## config.mk

```make
export PLATFORM = sky130hd
export DESIGN_NAME = rf_wb_arbiter
export DESIGN_NICKNAME = d
export VERILOG_FILES = /design/src/rtl/rf_wb_arbiter.sv
export SDC_FILE = /design/constraint.sdc
export NUM_CORES = 1
export LEC_CHECK = 0
export CORE_MARGIN = 1.5
export CORE_UTILIZATION = 30
export CTS_CLUSTER_DIAMETER = 30
export DETAILED_ROUTE_END_ITERATION = 16
export SYNTH_ARGS = -nofsm -noshare
export SYNTH_HDL_FRONTEND = slang
export SYNTH_SLANG_ARGS = --single-unit
```

## constraint.sdc

```tcl
create_clock -name clk -period 3.68 [get_ports clk]
set_input_delay 0.736 -clock clk [delete_from_list [all_inputs] [get_ports clk]]
set_output_delay 0.736 -clock clk [all_outputs]
set_load 0.01 [all_outputs]
```

## src/rtl/rf_wb_arbiter.sv

```systemverilog
// ---------------------------------------------------------------------------
// rf_wb_arbiter
//   Arbitrates register-file writeback between the ALU (requester A) and the
//   MUL/DIV unit (requester B). One requester is granted per cycle. When both
//   are valid, the one that did not win the last transfer is granted. The
//   granted request is registered and presented to the register file for
//   exactly one cycle. B may also write R15 through the dedicated R15 port.
//
// Ports
//   clk, rst            clock (rising edge), asynchronous active-high reset
//   a_valid/a_ready     ALU handshake (a_ready is combinational)
//   a_dst, a_data       ALU destination index and data
//   b_valid/b_ready     MUL/DIV handshake (b_ready is combinational)
//   b_dst, b_data       MUL/DIV destination index and low result
//   b_wr_r15            MUL/DIV request also writes R15
//   b_r15_data          MUL/DIV high result for R15
//   wr, regDst,
//   regDstData          registered main write port
//   wrR15, regR15Data   registered R15 write port
//   conflict_cnt        saturating count of cycles with both requests valid
// ---------------------------------------------------------------------------
module rf_wb_arbiter (
    input  logic        clk,
    input  logic        rst,
    input  logic        a_valid,
    output logic        a_ready,
    input  logic [3:0]  a_dst,
    input  logic [15:0] a_data,
    input  logic        b_valid,
    output logic        b_ready,
    input  logic [3:0]  b_dst,
    input  logic [15:0] b_data,
    input  logic        b_wr_r15,
    input  logic [15:0] b_r15_data,
    output logic        wr,
    output logic [3:0]  regDst,
    output logic [15:0] regDstData,
    output logic        wrR15,
    output logic [15:0] regR15Data,
    output logic [7:0]  conflict_cnt
);

    // 1: last transfer went to B (reset value, so A wins the first conflict)
    logic lastGrantB;
    logic grantA;
    logic grantB;
    logic bCollision;

    always_comb begin
        grantA = ~rst & a_valid & (~b_valid | lastGrantB);
        grantB = ~rst & b_valid & (~a_valid | ~lastGrantB);
    end

    assign a_ready = grantA;
    assign b_ready = grantB;

    // A B-write to R15 through both ports at once: the R15 port carries the
    // high result and the low result is dropped.
    assign bCollision = b_wr_r15 & (b_dst == 4'hF);

    always_ff @(posedge clk or posedge rst) begin
        if (rst) begin
            wr           <= 1'b0;
            wrR15        <= 1'b0;
            regDst       <= 4'h0;
            regDstData   <= 16'h0000;
            regR15Data   <= 16'h0000;
            lastGrantB   <= 1'b1;
            conflict_cnt <= 8'h00;
        end else begin
            wr    <= 1'b0;
            wrR15 <= 1'b0;

            if (grantA) begin
                wr         <= 1'b1;
                regDst     <= a_dst;
                regDstData <= a_data;
                lastGrantB <= 1'b0;
            end else if (grantB) begin
                lastGrantB <= 1'b1;
                if (!bCollision) begin
                    wr         <= 1'b1;
                    regDst     <= b_dst;
                    regDstData <= b_data;
                end
                if (b_wr_r15) begin
                    wrR15      <= 1'b1;
                    regR15Data <= b_r15_data;
                end
            end

            if (a_valid && b_valid && (conflict_cnt != 8'hFF))
                conflict_cnt <= conflict_cnt + 8'h01;
        end
    end

endmodule

```

### Word-level counts from Yosys, hierarchy flattened

Cells that the tools add are included.
W data, S select, Z words.

* bits in registers: 47
* latch bits: 0
* RAM bits: 0
* bits in read-only memories: 0
* input port bits: 61
* logic and storage cells: 42
* memories kept: 0

* $add $sub $neg: 1
* multiply operators: 0
* divide/modulo/power cells: 0
* magnitude comparators: 0
* equal/unequal tests: 3
* shift operators: 0
* muxes and demuxes: 14
* bitwise operators: 12
* reductions and logical operators: 5

Operator list (count)
* $mux W16: 3
* $mux W4: 3
* $add A8 B1 Y8 const B: 1
* $mux W1: 8
* $ne A8 B8 Y1 const B: 1
* $and A1 B1 Y1: 5
* $not A1 Y1: 5
* $eq A4 B4 Y1 const B: 1
* $reduce_and A3 Y1: 1
* $logic_and A1 B1 Y1: 2
* $ne A2 B2 Y1 const B: 1
* $or A1 B1 Y1: 2
* $reduce_and A2 Y1: 1
* $reduce_bool A2 Y1: 1

### Logic depth before layout (Yosys ltp)

Gate-level depths: netlist of the first run.

* depth after elaboration: 5
* gate-level depth with buffers: 5
* depth with buffers taken out: 5

### Worst setup path after synthesis of the first run

No wires, ideal clock.

* kind: input -> register
* start: in rst
* end: reg regDst[2]
* setup time: 128 ps
* data arrival time: 2796 ps
* setup slack: 756 ps
* stages on the path: 5
* buffers on the path: 1
* path through: inv_1 > o21ai_0 > a21o_1 > buf_2 > mux2_1

* word-level cells in the longest chain between the ends: 5
* elaborated cells on any way between the ends: 9
* classes of those cells: eq/ne: 1; mux: 1; bitwise: 5; reduce/logical: 2

RTL lines
* start: declaration: line 24 `input logic rst,`
* $not A1 Y1 *: line 50, 51
* $and A1 B1 Y1, on equally long branches (2 in series): line 50, 51
* $ne A2 B2 Y1 (no source line) / $reduce_bool A2 Y1 (equally long branches)
* $reduce_and A2 Y1 (no source line)
* end signal: assignment: line 76 `regDst <= a_dst;`
* end signal: assignment: line 83 `regDst <= b_dst;`
* end: declaration: line 36 `output logic [3:0] regDst,`

Mark *: on every way between the ends. The rest lies on a longest branch, timed or not.
A chain may end at the register's enable or synchronous reset.

### Worst setup path in the final report of the first run

* start: in a_valid
* end: out a_ready

* word-level cells in the longest chain between the ends: 2

RTL lines
* start: declaration: line 25 `input logic a_valid,`
* $and A1 B1 Y1 (2 in series): line 50 `grantA = ~rst & a_valid & (~b_valid | lastGrantB);`
* end: declaration: line 26 `output logic a_ready,`

No other way between the ends.

==> results of run 1 <==
[cell families after synthesis]
family / synth area share, %
multiplexers: 32.9
flip-flops: 53.8
AND/OR/NAND/NOR: 6.01
buffers and inverters: 2.40
AO/OA/AOI/OAI: 2.29
XOR/XNOR: 2.00
adder cells (fa/ha/maj): 0.572
[cells in the mapped netlist]
library cell	count	area [sq um]
nand2_2	1	6.26
mux2_4	18	270
a21o_1	1	7.51
nand2_4	1	11.3
nand4_1	3	18.8
a21oi_1	1	5.00
ha_1	1	12.5
o21ai_0	1	5.00
nor2_1	3	11.3
a21oi_2	2	17.5
dfstp_2	1	26.3
and2b_4	1	10.0
o22a_1	1	8.76
nand2_1	5	18.8
a31oi_1	1	6.26
nand3_1	5	25.0
mux2_1	1	11.3
dfrtp_1	46	1150
nand2b_2	1	8.76
mux2i_1	1	10.0
buf_6	2	22.5
and4_1	1	8.76
buf_2	3	15.0
xnor2_1	5	43.8
inv_1	4	15.0
nand2b_1	2	12.5
mux2_2	38	428
[state kept, by name, indices dropped and copies added (netlist names)]
signal and flops:
wr 1, wrR15 1, regDst 4, conflict_cnt 8, lastGrantB 1, regR15Data 16
regDstData 16
[worst max-delay path by stage]
stage	start	end	slack, ns	cells past startpoint
6_report	a_valid	a_ready	0.76	5
5_1_grt	a_valid	a_ready	0.69	5
4_1_cts	a_valid	a_ready	0.73	5
3_5_place_dp	a_valid	a_ready	0.73	5
3_3_place_gp	a_valid	a_ready	0.74	5
2_1_floorplan	rst	regDst[2]	0.76	5
[where the power goes]
part	internal, W	total (W)	switching, W
clock network	0.000220	0.000395	0.000175
logic	0.000368	0.000559	0.000192
registers	0.000630	0.000711	0.0000814
total	0.00122	0.00167	0.000448
[metal layers]
| metal | GRT usage (%) | share of wire [%] |
|---|---|---|
| met5 | 0 | 0 |
| met4 | 3.41 | 1.1 |
| met3 | 4.76 | 8.8 |
| met2 | 21.7 | 48 |
| met1 | 16.3 | 42 |
[final cells by class]
| cell class | count | share of cell area, % |
|---|---|---|
| flip-flops and latches | 47 | 33.7 |
| clock buffers | 6 | 2.37 |
| multi-input cells | 94 | 27.4 |
| repair buffers | 111 | 31.6 |
| well taps | 96 | 3.44 |
| inverters | 4 | 0.430 |
| clock inverters | 2 | 1.00 |
[per-stage QoR]
stage	util [%]	setup slack, ns	cells
global placement	48.8	0.742	352
CTS	50.5	0.725	360
detailed placement	48.8	0.726	352
floorplan	-	0.756	150
global route	50.5	0.690	360
finish	50.5	0.757	360
==> results.cfg, run 1 <==
[route]
routedWlPerCell_um = 13.6
routed_via_density = 4.40
dr.pass1.iters = 4
vias = 1584
drt_wl_total_mm = 4.91
postRouteAntennaNets = 0
drc = 0
initialDrtViolationCount = 29

[die]
die-height_um = 88.4
fp-row-count = 30
ios = 109
die-area_sq_um = 7810
die_w_um = 88.4
fp.coreArea_sq_um = 6910
initial_core_util_pct = 31.7

[cells_and_area]
final_common_cell = clkdlybuf4s50_1
final_layout_size_suffix_gt1_share_pct = 28.4
diodes = 0
fill_cells = 655
multi_input_area_sq_um = 957
final_cell_mix = clkdlybuf4s50_1 (108), dfrtp_1 (46), mux2_2 (38)
final_area_sq_um = 3490
synthToLayoutAreaGrowth_pct = 59.6
fin_nets = 325
seq_area_sq_um = 1180

[setup_path]
worstPathArrival_ns = 2.19
critPathBufInv = 3
rr_worst_depth = 5
crit_top_cell = clkdlybuf4s50_1
critPathKind = primary input to primary output
worst-path-max-fanout = 6
timing.rr.start = lastGrantB
slowest_delay_ns = 0.57
path_cells = clkdlybuf4s50_1 > and2b_4 > nand2_4 > inv_1 > clkdlybuf4s50_1
worst_setup_path_end_kind = primary output
r2r-end = regDst[2]
r2r_slack_ns = 1.89
cp_top_family = buffers and inverters
startpoint_type = primary input
cp_slowest_cell = clkdlybuf4s50_1
cp.required_ns = 2.94

[worst_hold_path]
min_from = regDst[3]
min_to = regDst[3]
hold_depth = 1
hp-class = flip-flop to flip-flop

[timing]
skew_ns = 0.00384
rsz0062_at_grt = no
slew_headroom_pct = 60.4
final_max_slew_viol_count = 0
worst_pin_slew_ns = 0.594
finalCriticalPeriod_ns = 2.92
finalSetupTns_ns = 0
setup_viol = 0
holdWs_ns = 0.499
finalHoldViolCount = 0
fmax_mhz = 342
post-route-period-util_pct = 79.4

[placed_design]
gp_congestion = 0.761
place_area_sq_um = 3370
dp_hpwl_mm = 3.64
numPortBuffers = 108

[yosys]
synthCells = 150
synth.distinct_cells = 27
synth_warnings = 0
synth-seq-cells = 47
synth_nets = 212
synth_area_per_cell_sq_um = 14.6
ys_seq_area_share_pct = 53.8
syn_area_sq_um = 2190

[status]
outcome = finished clean

[clocking]
postCtsSetupRepairBufs = 0
cts_buffers = 5
clk_latency_ns = 0.30
cts_max_path_buffers = 2
cts_hold_buf = 0
cts_tree = yes
clock_sinks = 47
htree_levels = 2
clockRootBuffer = clkbuf_8
cts_resized = 0
clk_pin_slew_ns = 0.09

[pwr]
power.total_w = 0.00167
p_leak_nw = 1.49
cellPowerDensity_nw_per_um2 = 477
vdd_drop_max_mv = 0.237

[grt]
antenna_found_initial = 0
first_global_vias = 1598
grt_pass1_wl_mm = 7.84
track_usage_pct = 13.1
grt-ovfl-total = 0
grt_max_degree = 48

[flow_run]
cap_violations = 0
(Power assumes the default switching activity.)
==> inputs of run 2 (changes only) <==
- clock period: 3.68 -> 2.8 ns (I/O delays scaled with it)
==> results.cfg, run 2 (synthesis gave the netlist of run 1 again) <==
[status]
outcome = finished clean

[cells_and_area]
final_common_cell = clkdlybuf4s50_1
reg_top3 = regDstData: 16 flops, regR15Data: 16 flops, conflict_cnt: 8 flops
synthToLayoutAreaGrowth_pct = 58.2
diodes = 0
final_cell_mix = clkdlybuf4s50_1 (108), dfrtp_1 (46), mux2_2 (38)
fill_cells = 668
final_layout_size_suffix_gt1_share_pct = 28.1
fin_nets = 325

[clocking]
cts_hold_buf = 0
clk_pin_slew_ns = 0.08
cts_buffers = 5
clockRootBuffer = clkbuf_8
cts_tree = yes
htree_levels = 2
postCtsSetupRepairBufs = 0
clk_latency_ns = 0.29
cts_max_path_buffers = 2
cts_resized = 0
clock_sinks = 47

[setup_path]
slowest_delay_ns = 0.59
cp_top_family = buffers and inverters
crit_top_cell = clkdlybuf4s50_1
worst_setup_path_end_kind = primary output
startpoint = a_valid
worst-path-max-fanout = 6
cp_slowest_cell = clkdlybuf4s50_1
critPathKind = primary input to primary output
startpoint_type = primary input
worstPathArrival_ns = 2.04
path_depth = 5
cp.required_ns = 2.24
critPathBufInv = 3
path_cells = clkdlybuf4s50_1 > and2b_4 > nand2_4 > inv_1 > clkdlybuf4s50_1
rr_worst_depth = 5
timing.rr.start = lastGrantB

[timing]
skew_ns = 0.00646
finalCriticalPeriod_ns = 2.60
rsz0062_at_grt = no
setup_viol = 0
post-route-period-util_pct = 93.0
final_max_slew_viol_count = 0
slew_headroom_pct = 59.6
holdWs_ns = 0.502
worst_pin_slew_ns = 0.606
fmax_mhz = 384
finalHoldViolCount = 0
finalSetupTns_ns = 0

[placed_design]
dp_hpwl_mm = 3.62
gp_congestion = 0.778
numPortBuffers = 108

[route]
initialDrtViolationCount = 25
drc = 0
routedWlPerCell_um = 13.7
postRouteAntennaNets = 0
vias = 1590
routed_via_density = 4.43
drt_wl_total_mm = 4.93
dr.pass1.iters = 3

[grt]
grt_max_degree = 48
track_usage_pct = 12.8
grt_pass1_wl_mm = 7.60
grt-ovfl-total = 0
antenna_found_initial = 0
first_global_vias = 1614

[die]
fp-row-count = 30
initial_core_util_pct = 31.7
die_w_um = 88.4
ios = 109
fp.coreArea_sq_um = 6910
die-height_um = 88.4
die-area_sq_um = 7810

[worst_hold_path]
min_from = lastGrantB
hp-class = flip-flop to flip-flop
hold_depth = 1

[pwr]
cellPowerDensity_nw_per_um2 = 601
vdd_drop_max_mv = 0.299
p_leak_nw = 1.48

[flow_run]
cap_violations = 0
run 2: cell count changes in the layout (fill, tap and decap cells not counted):
cell       change
bufinv_16      -1
run 2: report_power, final:
| group | leakage (nW) | internal [W] | switching (W) | total [W] |
|---|---|---|---|---|
| combinational | 0.868 | 0.000484 | 0.000252 | 0.000736 |
| sequential | 0.561 | 0.000828 | 0.000106 | 0.000933 |
| clock | 0.0470 | 0.000194 | 0.000216 | 0.000410 |
run 2: final timing paths:
check,to,slack (ns)
worst max register to register,regDst[2],1.01
worst min register to register,lastGrantB,0.50
worst max-delay path,a_ready,0.20
min in group asynchronous,conflict_cnt[2],0.81
max in group asynchronous,regDstData[2],1.57
worst min-delay path,lastGrantB,0.50
run 2: per-layer routing:
layer	wire [um]	vias to the layer above	GRT usage, %
li1	-	754	-
met1	2070	771	15.3
met2	2410	57	21.7
met3	402	8	4.94
met4	44	0	3.41
met5	0	-	0
run 2: layout make-up:
class,count,area [sq um],share of cell area [%]
sequential,47,1180,34.0
timing repair buffer,111,1100,31.9
multi-input combinational,94,957,27.7
tap,96,120,3.47
clock buffer,6,82.6,2.39
inverter,4,15.0,0.434
clock inverter,1,5.00,0.145
run 2: metrics by stage:
stage	instance area, sq um	utilization (%)	setup slack (ns)	instances	total power [W]
3_5_place_dp	3370	48.8	0.192	352	0.00169
4_1_cts	3460	50.1	0.191	359	0.00212
5_1_grt	3460	50.1	0.122	359	0.00221
3_3_place_gp	3370	48.8	0.220	352	0.00169
2_1_floorplan	2190	-	0.0520	150	0.00125
6_report	3460	50.1	0.196	359	0.00208
